`src/rtl/fetch_buffer_pkg.sv`:
```
// Shared types and constants for the instruction fetch queue.
// XLEN is fixed here because the stored entry type is declared at package scope.
package fetch_pkg;

  localparam int XLEN = 32;
  localparam logic [XLEN-1:0] NOP_INSTR = 32'h0000_0013;

  typedef struct packed {
    logic [XLEN-1:0] pc;
    logic [XLEN-1:0] instr;
  } fetch_entry_t;

endpackage

```
`src/rtl/fetch_buffer_if.sv`:
```
// Fetch-side and decode-side handshake bundle of the fetch buffer.
// The slave modport is the buffer's view; the master modport is the surrounding pipeline's view.
interface fetch_buffer_if;
  import fetch_pkg::*;

  logic            i_fetch_valid;
  logic [XLEN-1:0] i_pc;
  logic [XLEN-1:0] i_instr;
  logic            o_pc_enable;
  logic            i_flush;
  logic            o_valid;
  logic [XLEN-1:0] o_pc;
  logic [XLEN-1:0] o_pc_plus4;
  logic [XLEN-1:0] o_instr;
  logic            i_id_ready;

  modport slave (
    input  i_fetch_valid, i_pc, i_instr, i_flush, i_id_ready,
    output o_pc_enable, o_valid, o_pc, o_pc_plus4, o_instr
  );

  modport master (
    output i_fetch_valid, i_pc, i_instr, i_flush, i_id_ready,
    input  o_pc_enable, o_valid, o_pc, o_pc_plus4, o_instr
  );

endinterface

```
`src/rtl/fetch_buffer.sv`:
```
// Instruction fetch queue: circular buffer of {pc, instr} between the PC register and decode.
// Define FETCH_BUF_BYPASS_EN for a zero-latency pass-through when the queue is empty and decode is ready.
module fetch_buffer
  import fetch_pkg::*;
#(
  parameter int DEPTH = 4
) (
  input  logic           i_clk,
  input  logic           i_reset,
  fetch_buffer_if.slave  bus
);

  localparam int AW = $clog2(DEPTH);
  localparam logic [AW:0] DEPTH_C = (AW + 1)'(DEPTH);

  fetch_entry_t    mem_q [DEPTH];
  logic [AW-1:0]   wr_ptr_q, wr_ptr_d;
  logic [AW-1:0]   rd_ptr_q, rd_ptr_d;
  logic [AW:0]     count_q, count_d;

  logic            not_full;
  logic            stored_valid;
  logic            bypass;
  logic            out_valid;
  logic            pop;
  logic            push;
  logic            mem_wr;
  logic            mem_rd;
  fetch_entry_t    head;
  logic [XLEN-1:0] head_pc;

  assign not_full     = (count_q != DEPTH_C);
  assign stored_valid = (count_q != '0);

`ifdef FETCH_BUF_BYPASS_EN
  assign bypass = ~stored_valid & bus.i_fetch_valid & bus.i_id_ready & ~bus.i_flush;
`else
  assign bypass = 1'b0;
`endif

  assign out_valid = stored_valid | bypass;
  assign pop       = out_valid & bus.i_id_ready & ~bus.i_flush;
  assign push      = bus.i_fetch_valid & (not_full | pop) & ~bus.i_flush;
  // A bypassed fetch is pushed and popped in the same cycle, so it never touches storage.
  assign mem_wr    = push & ~bypass;
  assign mem_rd    = pop & ~bypass;

  always_comb begin
    wr_ptr_d = wr_ptr_q;
    rd_ptr_d = rd_ptr_q;
    count_d  = count_q;
    if (bus.i_flush) begin
      wr_ptr_d = '0;
      rd_ptr_d = '0;
      count_d  = '0;
    end else begin
      if (mem_wr) wr_ptr_d = wr_ptr_q + 1'b1;
      if (mem_rd) rd_ptr_d = rd_ptr_q + 1'b1;
      case ({mem_wr, mem_rd})
        2'b10:   count_d = count_q + 1'b1;
        2'b01:   count_d = count_q - 1'b1;
        default: count_d = count_q;
      endcase
    end
  end

  always_ff @(posedge i_clk) begin
    if (i_reset) begin
      wr_ptr_q <= '0;
      rd_ptr_q <= '0;
      count_q  <= '0;
    end else begin
      wr_ptr_q <= wr_ptr_d;
      rd_ptr_q <= rd_ptr_d;
      count_q  <= count_d;
    end
  end

  always_ff @(posedge i_clk) begin
    if (mem_wr) mem_q[wr_ptr_q] <= '{pc: bus.i_pc, instr: bus.i_instr};
  end

  always_comb begin
    head = mem_q[rd_ptr_q];
    if (bypass) head = '{pc: bus.i_pc, instr: bus.i_instr};
  end

  assign head_pc = out_valid ? head.pc : '0;

  assign bus.o_valid     = out_valid;
  assign bus.o_pc        = head_pc;
  assign bus.o_pc_plus4  = head_pc + XLEN'(4);
  assign bus.o_instr     = out_valid ? head.instr : NOP_INSTR;
  // Decode readiness feeds straight through so the PC can advance while the queue is full.
  assign bus.o_pc_enable = bus.i_flush | not_full | (out_valid & bus.i_id_ready);

endmodule
```
`src/flat_wrapper.sv`:
```
// flat-port wrapper written by rule: the top's interface ports become plain ports
module fetch_buffer_flat import fetch_pkg::*;
#(
  parameter int DEPTH = 4
)
  (i_clk, i_reset, bus_i_fetch_valid, bus_i_pc, bus_i_instr, bus_i_flush, bus_i_id_ready, bus_o_pc_enable, bus_o_valid, bus_o_pc, bus_o_pc_plus4, bus_o_instr);
  fetch_buffer_if bus_i ();
  input  logic i_clk;
  input  logic i_reset;
  input wire logic [$bits(bus_i.i_fetch_valid)-1:0] bus_i_fetch_valid;
  input wire logic [$bits(bus_i.i_pc)-1:0] bus_i_pc;
  input wire logic [$bits(bus_i.i_instr)-1:0] bus_i_instr;
  input wire logic [$bits(bus_i.i_flush)-1:0] bus_i_flush;
  input wire logic [$bits(bus_i.i_id_ready)-1:0] bus_i_id_ready;
  output wire logic [$bits(bus_i.o_pc_enable)-1:0] bus_o_pc_enable;
  output wire logic [$bits(bus_i.o_valid)-1:0] bus_o_valid;
  output wire logic [$bits(bus_i.o_pc)-1:0] bus_o_pc;
  output wire logic [$bits(bus_i.o_pc_plus4)-1:0] bus_o_pc_plus4;
  output wire logic [$bits(bus_i.o_instr)-1:0] bus_o_instr;
  assign bus_i.i_fetch_valid = bus_i_fetch_valid;
  assign bus_i.i_pc = bus_i_pc;
  assign bus_i.i_instr = bus_i_instr;
  assign bus_i.i_flush = bus_i_flush;
  assign bus_i.i_id_ready = bus_i_id_ready;
  assign bus_o_pc_enable = bus_i.o_pc_enable;
  assign bus_o_valid = bus_i.o_valid;
  assign bus_o_pc = bus_i.o_pc;
  assign bus_o_pc_plus4 = bus_i.o_pc_plus4;
  assign bus_o_instr = bus_i.o_instr;
  fetch_buffer #(.DEPTH(DEPTH)) u_core (.i_clk(i_clk), .i_reset(i_reset), .bus(bus_i));
endmodule
```
`config.mk`:
```
export PLATFORM = sky130hd
export DESIGN_NAME = fetch_buffer_flat
export DESIGN_NICKNAME = d
export VERILOG_FILES = /design/src/rtl/fetch_buffer_pkg.sv /design/src/rtl/fetch_buffer_if.sv /design/src/rtl/fetch_buffer.sv /design/src/flat_wrapper.sv
export SDC_FILE = /design/constraint.sdc
export NUM_CORES = 1
export LEC_CHECK = 0
export ABC_AREA = 1
export ABC_CLOCK_PERIOD_IN_PS = 5070
export BUFFER_PORTS_ARGS = -buffer_cell sky130_fd_sc_hd__buf_2
export CAP_MARGIN = 0
export CORE_MARGIN = 5
export CORE_UTILIZATION = 49
export DETAILED_ROUTE_END_ITERATION = 12
export PLACE_DENSITY_LB_ADDON = 0.1
export SLEW_MARGIN = 30
export SYNTH_ARGS = -nofsm -noshare
export SYNTH_HDL_FRONTEND = slang
export SYNTH_SLANG_ARGS = --single-unit
```
`constraint.sdc`:
```
create_clock -name i_clk -period 5.07 [get_ports i_clk]
set_clock_uncertainty 0.15 [all_clocks]
set_input_delay 1.014 -clock i_clk [delete_from_list [all_inputs] [get_ports i_clk]]
set_output_delay 1.014 -clock i_clk [all_outputs]
set_load 0.02 [all_outputs]
```
==> results of run 1 <==
[layout make-up]
type | count | area [µm²] | share of cell area (%)
Sequential cell | 265 | 7870 | 57.7
Multi-Input combinational cell | 717 | 3310 | 24.3
Timing Repair Buffer | 176 | 968 | 7.10
Clock buffer | 36 | 731 | 5.36
Tap cell | 319 | 399 | 2.93
Inverter | 68 | 256 | 1.88
Clock inverter | 12 | 101 | 0.743
[per-layer routing]
layer,vias up,share of wire [%]
li1,4031,-
met1,3811,42
met2,235,49
met3,62,6.5
met4,12,2.3
met5,-,0.27
[metrics by stage]
stage | area [µm²] | cells | power, mW | setup WS [ns] | utilization, %
3_3_place_gp | 12800 | 1545 | 2.80 | 0.976 | 54.5
2_1_floorplan | 11700 | 1102 | 2.67 | 0.364 | -
5_1_grt | 13600 | 1593 | 4.77 | 0.0910 | 58.1
4_1_cts | 13600 | 1593 | 4.64 | 0.360 | 58.1
3_5_place_dp | 12800 | 1545 | 2.80 | 0.951 | 54.5
6_report | 13600 | 1593 | 4.59 | 0.354 | 58.1
[sequential cells by signal, indices dropped and copies added (netlist names), named ones only]
signal and flops:
u_core.count_q 3, u_core.mem_q 256, u_core.wr_ptr_q 2, u_core.rd_ptr_q 2
[worst max-delay path by stage]
stage | endpoint | slack, ns | depth (start not counted)
floorplan | u_core.mem_q[0][0] | 0.36 | 4
global placement | bus_o_pc_plus4[17] | 0.98 | 12
detailed placement | bus_o_pc_plus4[21] | 0.95 | 13
CTS | bus_o_pc_plus4[21] | 0.36 | 13
global route | bus_o_pc_plus4[17] | 0.09 | 12
finish | bus_o_pc_plus4[21] | 0.35 | 13
[kinds of logic after synthesis]
kind of cell / after synthesis / synth area share (%)
simple gates: 576 / 20.9
flops: 265 / 67.2
buf+inv: 120 / 4.75
compound gates: 119 / 5.21
xor+xnor: 15 / 1.12
fa+ha+maj: 7 / 0.813
[worst max-delay path, cell delays in order, from the launching register on]
cell and delay, ns:
dfxtp_4 0.85, clkinv_2 0.40, buf_12 0.35, nand2_1 0.11, nand3_1 0.07, nand2_1 0.18, nand2_1 0.15, nor2_1 0.15
nand2_1 0.11, nor2_1 0.16, nand3_1 0.09, nand2_1 0.06, nand2_1 0.07, buf_2 0.16
[power by group]
group / total, mW / leakage [nW] / switching [mW] / internal, mW
clock: 1.84 / 0.403 / 0.778 / 1.06
combinational: 0.303 / 2.47 / 0.215 / 0.0878
sequential: 2.45 / 2.40 / 0.0101 / 2.44
[Yosys cell counts, types with 7 or more instances]
cell,instances
o21ai_0,73
buf_1,7
inv_1,54
nor2_4,8
inv_2,14
dfxtp_1,9
nor2_2,19
nand2_1,246
nor2_1,196
nand3_1,89
edfxtp_1,256
a21oi_1,41
clkbuf_1,13
nand4_1,9
buf_2,15
buf_4,11
xor2_1,12
==> impl_metrics.tcl, run 1 <==
set metrics [dict create \
    path_max_fanout 116 \
    criticalPathCategory "flip-flop to output port" \
    syn_area_um2 11700 \
    ys_top_cells_by_area "edfxtp_1 (66%), nand2_1 (7.9%), nor2_1 (6.3%)" \
    rsz0062_at_grt "no" \
    dr.pass1.iters 5 \
    synth_edf_count 256 \
    power.leakage_nw 5.28 \
    wire_per_inst_um 17.1 \
    outcome "finished, final reports clean" \
    port_buffers 166 \
    ys_ff_latch 265 \
    track_usage_pct 20.1 \
    synth.distinct_cells 28 \
    die_area_um2 27100 \
    yosys_warnings 0 \
    routed_wl_um 27200 \
    rrSetupSlack_ns 2.14 \
    drtAntennaViolNets 0 \
    nFillCells 1971 \
    drc 0 \
    antenna_cells 0 \
    reg2reg_from "u_core.count_q[1]" \
    die-height_um 165 \
    met3_usage_pct 4.42 \
    chipWidth_um 165 \
    coreArea_um2 23500 \
    cts_made_buffers 28 \
    area_growth_pct 16.5 \
    hold_start "u_core.rd_ptr_q[0]" \
    netlist.area_leader.share_pct 65.7 \
    pwr_density_cell_nw_per_um2 337 \
    antenna_found_initial 6 \
    start_util_pct 49.8 \
    place_hpwl_um 17000 \
    reg2reg_to "u_core.count_q[2]" \
    setup_viol 0 \
    grtUsageMet2_pct 34.1 \
    fin_setup_tns_ns 0 \
    layout_min_cycle_time_ns 4.72 \
    cp-end-kind "output port" \
    grt-ovfl-total 0 \
    reg2reg_depth 12 \
    crit_required_ns 3.91 \
    cts_hold_buffers 0 \
    ys_seq_area_share_pct 67.2 \
    hold_ws_ns 0.330 \
    grt_pass1_vias 7943 \
    vias 8151 \
    drt-initial-drc-count 563 \
    synthCells 1102 \
    syn_nets 1178 \
    maxCapViolCount 0 \
    drive_above_1_share_pct 20.6 \
    grt_pass1_wl_um 42600 \
    met1_usage_pct 26.2 \
    final_cell_mix "edfxtp_1 (256), nand2_1 (246), nor2_1 (192), buf_2 (166), nand3_1 (89)" \
    critPathLaunchType "flip-flop" \
    cts_max_level 1 \
    cts_buffer_depth 3 \
    gp_congestion 0.947 \
    post_cts_buffers 0 \
    yosys.area.top_type "edfxtp_1" \
    cts_tree "yes" \
    finalMaxSlewViolations 0 \
    tightestPinTransition_ns 0.794 \
    layout.nets 1332 \
    timing.fmax_mhz 212 \
    clk_latency_ns 0.55 \
    rows 56 \
    busiest_layer "met2" \
    path_clk_slew_ns 0.06 \
    async_flop_share_pct 0 \
    hold_viol_final 0 \
    grt_max_degree 117 \
    hp-class "flip-flop to flip-flop" \
    holdPathStages 1 \
    irDropWorstVdd_v 0.000319 \
    viasPerCell 5.12 \
    clock_sinks 265 \
    post_cts_resized 0 \
    io_pins 167 \
    relSlewSlack_pct 46.9 \
    mostFrequentLayoutCell "edfxtp_1" \
    fin_crit_sh_pct 93.0 \
    avgSynthCellArea_um2 10.6 \
    cp.arrival_ns 3.55 \
    ys.flop_type "edfxtp_1" \
    cts_root_buf "clkbuf_16" \
]
Note: power is estimated with default switching activity, not from simulation.
==> run 2, diff against run 1 <==
Settings changed: CORE_UTILIZATION 49 to 55.
==> run 2 against run 1 <==
- combinational power about the same
- critical path depth fell by 1
- non-clock buffer count up 5
- setup slack better by 0.41 ns
- clock power decreased by 2%
- sequential share of layout area is 0.19 points higher
- first-iteration DRC count is 18% lower
- power down 0.85%
- wire length decreased by 1.1%
- final cell count is 2.4% lower
- highest routed layer unchanged
==> impl_metrics.tcl, run 2 (same netlist as run 1, synthesis figures left out) <==
set metrics [dict create \
    cts_hold_buffers 0 \
    grt_max_degree 119 \
    vias 8239 \
    top_regs "u_core.mem_q x256, u_core.count_q x3" \
    cts_tree "yes" \
    post_cts_buffers 0 \
    path_max_fanout 79 \
    layout.nets 1335 \
    cts_max_level 1 \
    die-height_um 156 \
    cp.depth 12 \
    clk_latency_ns 0.51 \
    max_stage_delay_ns 0.70 \
    port_buffers 166 \
    cts_root_buf "clkbuf_16" \
    rows 53 \
    irDropWorstVdd_v 0.000286 \
    grt_pass1_vias 7950 \
    path_delay_family "simple AND/OR/NAND/NOR gates" \
    power.leakage_nw 5.30 \
    place_hpwl_um 16800 \
    reg2reg_from "u_core.count_q[1]" \
    p_sw_share_pct 21.3 \
    start_util_pct 55.8 \
    dr.pass1.iters 5 \
    drt-initial-drc-count 459 \
    crit_required_ns 3.91 \
    area_growth_pct 16.2 \
    antenna_found_initial 4 \
    hold_ws_ns 0.317 \
    grt_pass1_wl_um 41700 \
    reg2reg_depth 12 \
    routed_wl_um 26900 \
    path_clk_slew_ns 0.06 \
    criticalPathCategory "flip-flop to output port" \
    p_switching_mw 0.968 \
    final_cell_mix "edfxtp_1 (256), nand2_1 (246), nor2_1 (192), buf_2 (166), nand3_1 (89)" \
    die_area_um2 24300 \
    setup_viol 0 \
    nFillCells 1706 \
    drtAntennaViolNets 0 \
    mostFrequentLayoutCell "edfxtp_1" \
    layout_min_cycle_time_ns 4.30 \
    fin_setup_tns_ns 0 \
    drive_above_1_share_pct 21.2 \
    coreArea_um2 21000 \
    cp.arrival_ns 3.14 \
    slowest_stage "buf_4" \
    utilization_pct 64.9 \
    outcome "finished, final reports clean" \
    crit_buf_inv 3 \
    cp-end-kind "output port" \
    hold_viol_final 0 \
    critPathLaunchType "flip-flop" \
    fin_crit_sh_pct 84.9 \
    maxCapViolCount 0 \
    io_pins 167 \
    viasPerCell 5.30 \
    p_total_mw 4.55 \
    relSlewSlack_pct 40.2 \
    pwr_density_cell_nw_per_um2 335 \
    clock_sinks 265 \
    cts_buffer_depth 3 \
    dpl_cell_area_um2 12800 \
    gp_congestion 0.928 \
    post_cts_resized 0 \
    finalMaxSlewViolations 0 \
    seq_power_share_pct 53.8 \
    rsz0062_at_grt "no" \
    power_frac_comb_pct 6.7 \
    cp_common_cell "nand2_1" \
    chipWidth_um 156 \
    final_area_um2 13600 \
    grt-ovfl-total 0 \
    drc 0 \
    pwr-share-clk_pct 39.6 \
    holdPathStages 2 \
    track_usage_pct 21.6 \
    hp-class "flip-flop to flip-flop" \
    tightestPinTransition_ns 0.897 \
    path_cells "buf_4, nand2_1, nand3_1, nand2_1, nor2_4, nand2_1, inv_1, nand2_1, nor2_1, nand2_1, xor2_1, buf_2" \
    regMostFlops "u_core.mem_q" \
    rrSetupSlack_ns 2.16 \
    power.internal_mw 3.59 \
    largest_register_ffs 256 \
    hold_start "u_core.rd_ptr_q[1]" \
    cts_made_buffers 26 \
    wire_per_inst_um 17.3 \
    reg2reg_to "u_core.count_q[2]" \
    timing.fmax_mhz 232 \
]
run 2: final cells by class:
type                       count  area (µm²)  share of cell area (%)
timing repair buffer         181         993                    7.31
antenna                        1        2.50                  0.0184
clock inverter                13        83.8                   0.617
clock buffer                  34         732                    5.39
sequential                   265        7870                    57.9
inverter                      68         256                    1.89
tap                          275         344                    2.53
multi-input combinational    717        3310                    24.3
run 2: how the worst max path moves through the flow:
stage,from,end,slack [ns]
3_3_place_gp,flip-flop,bus_o_pc_plus4[17],1.28
2_1_floorplan,bus_i_id_ready,u_core.mem_q[0][0],0.36
5_1_grt,flip-flop,bus_o_pc_plus4[14],0.46
3_5_place_dp,flip-flop,bus_o_pc_plus4[29],1.27
6_report,flip-flop,bus_o_pc_plus4[16],0.77
4_1_cts,flip-flop,bus_o_pc_plus4[29],0.73
run 2: metal layers:
layer,vias to the layer above,global-route usage [%],part of all wire (%)
met3,45,4.58,8.0
met2,283,37.2,49
met4,6,5.13,2.0
li1,4040,-,-
met5,-,0,0.089
met1,3865,28.4,41
run 2: power by group through the flow:
stage          registers [mW]  logic (mW)  clock network (mW)
6_report                 2.45       0.303                1.80
5_1_grt                  2.45       0.335                1.94
4_1_cts                  2.45       0.307                1.84
3_5_place_dp             2.49       0.306                   0
3_3_place_gp             2.49       0.303                   0
2_1_floorplan            2.50       0.178                   0
run 2: worst register-to-register path, stage by stage (launching register included):
cell	delay, ns
dfxtp_1	0.32
nor2_1	0.22
nand2_2	0.13
inv_2	0.44
buf_4	0.50
nor3_2	0.14
ha_1	0.22
inv_1	0.09
fa_1	0.19
a21oi_1	0.07
o21ai_0	0.10
o21ai_0	0.11
a21oi_1	0.16
run 2: metrics by stage:
stage          instances  setup WS (ns)
2_1_floorplan       1102          0.364
3_3_place_gp        1506           1.28
3_5_place_dp        1506           1.27
4_1_cts             1553          0.732
5_1_grt             1554          0.455
6_report            1554          0.767
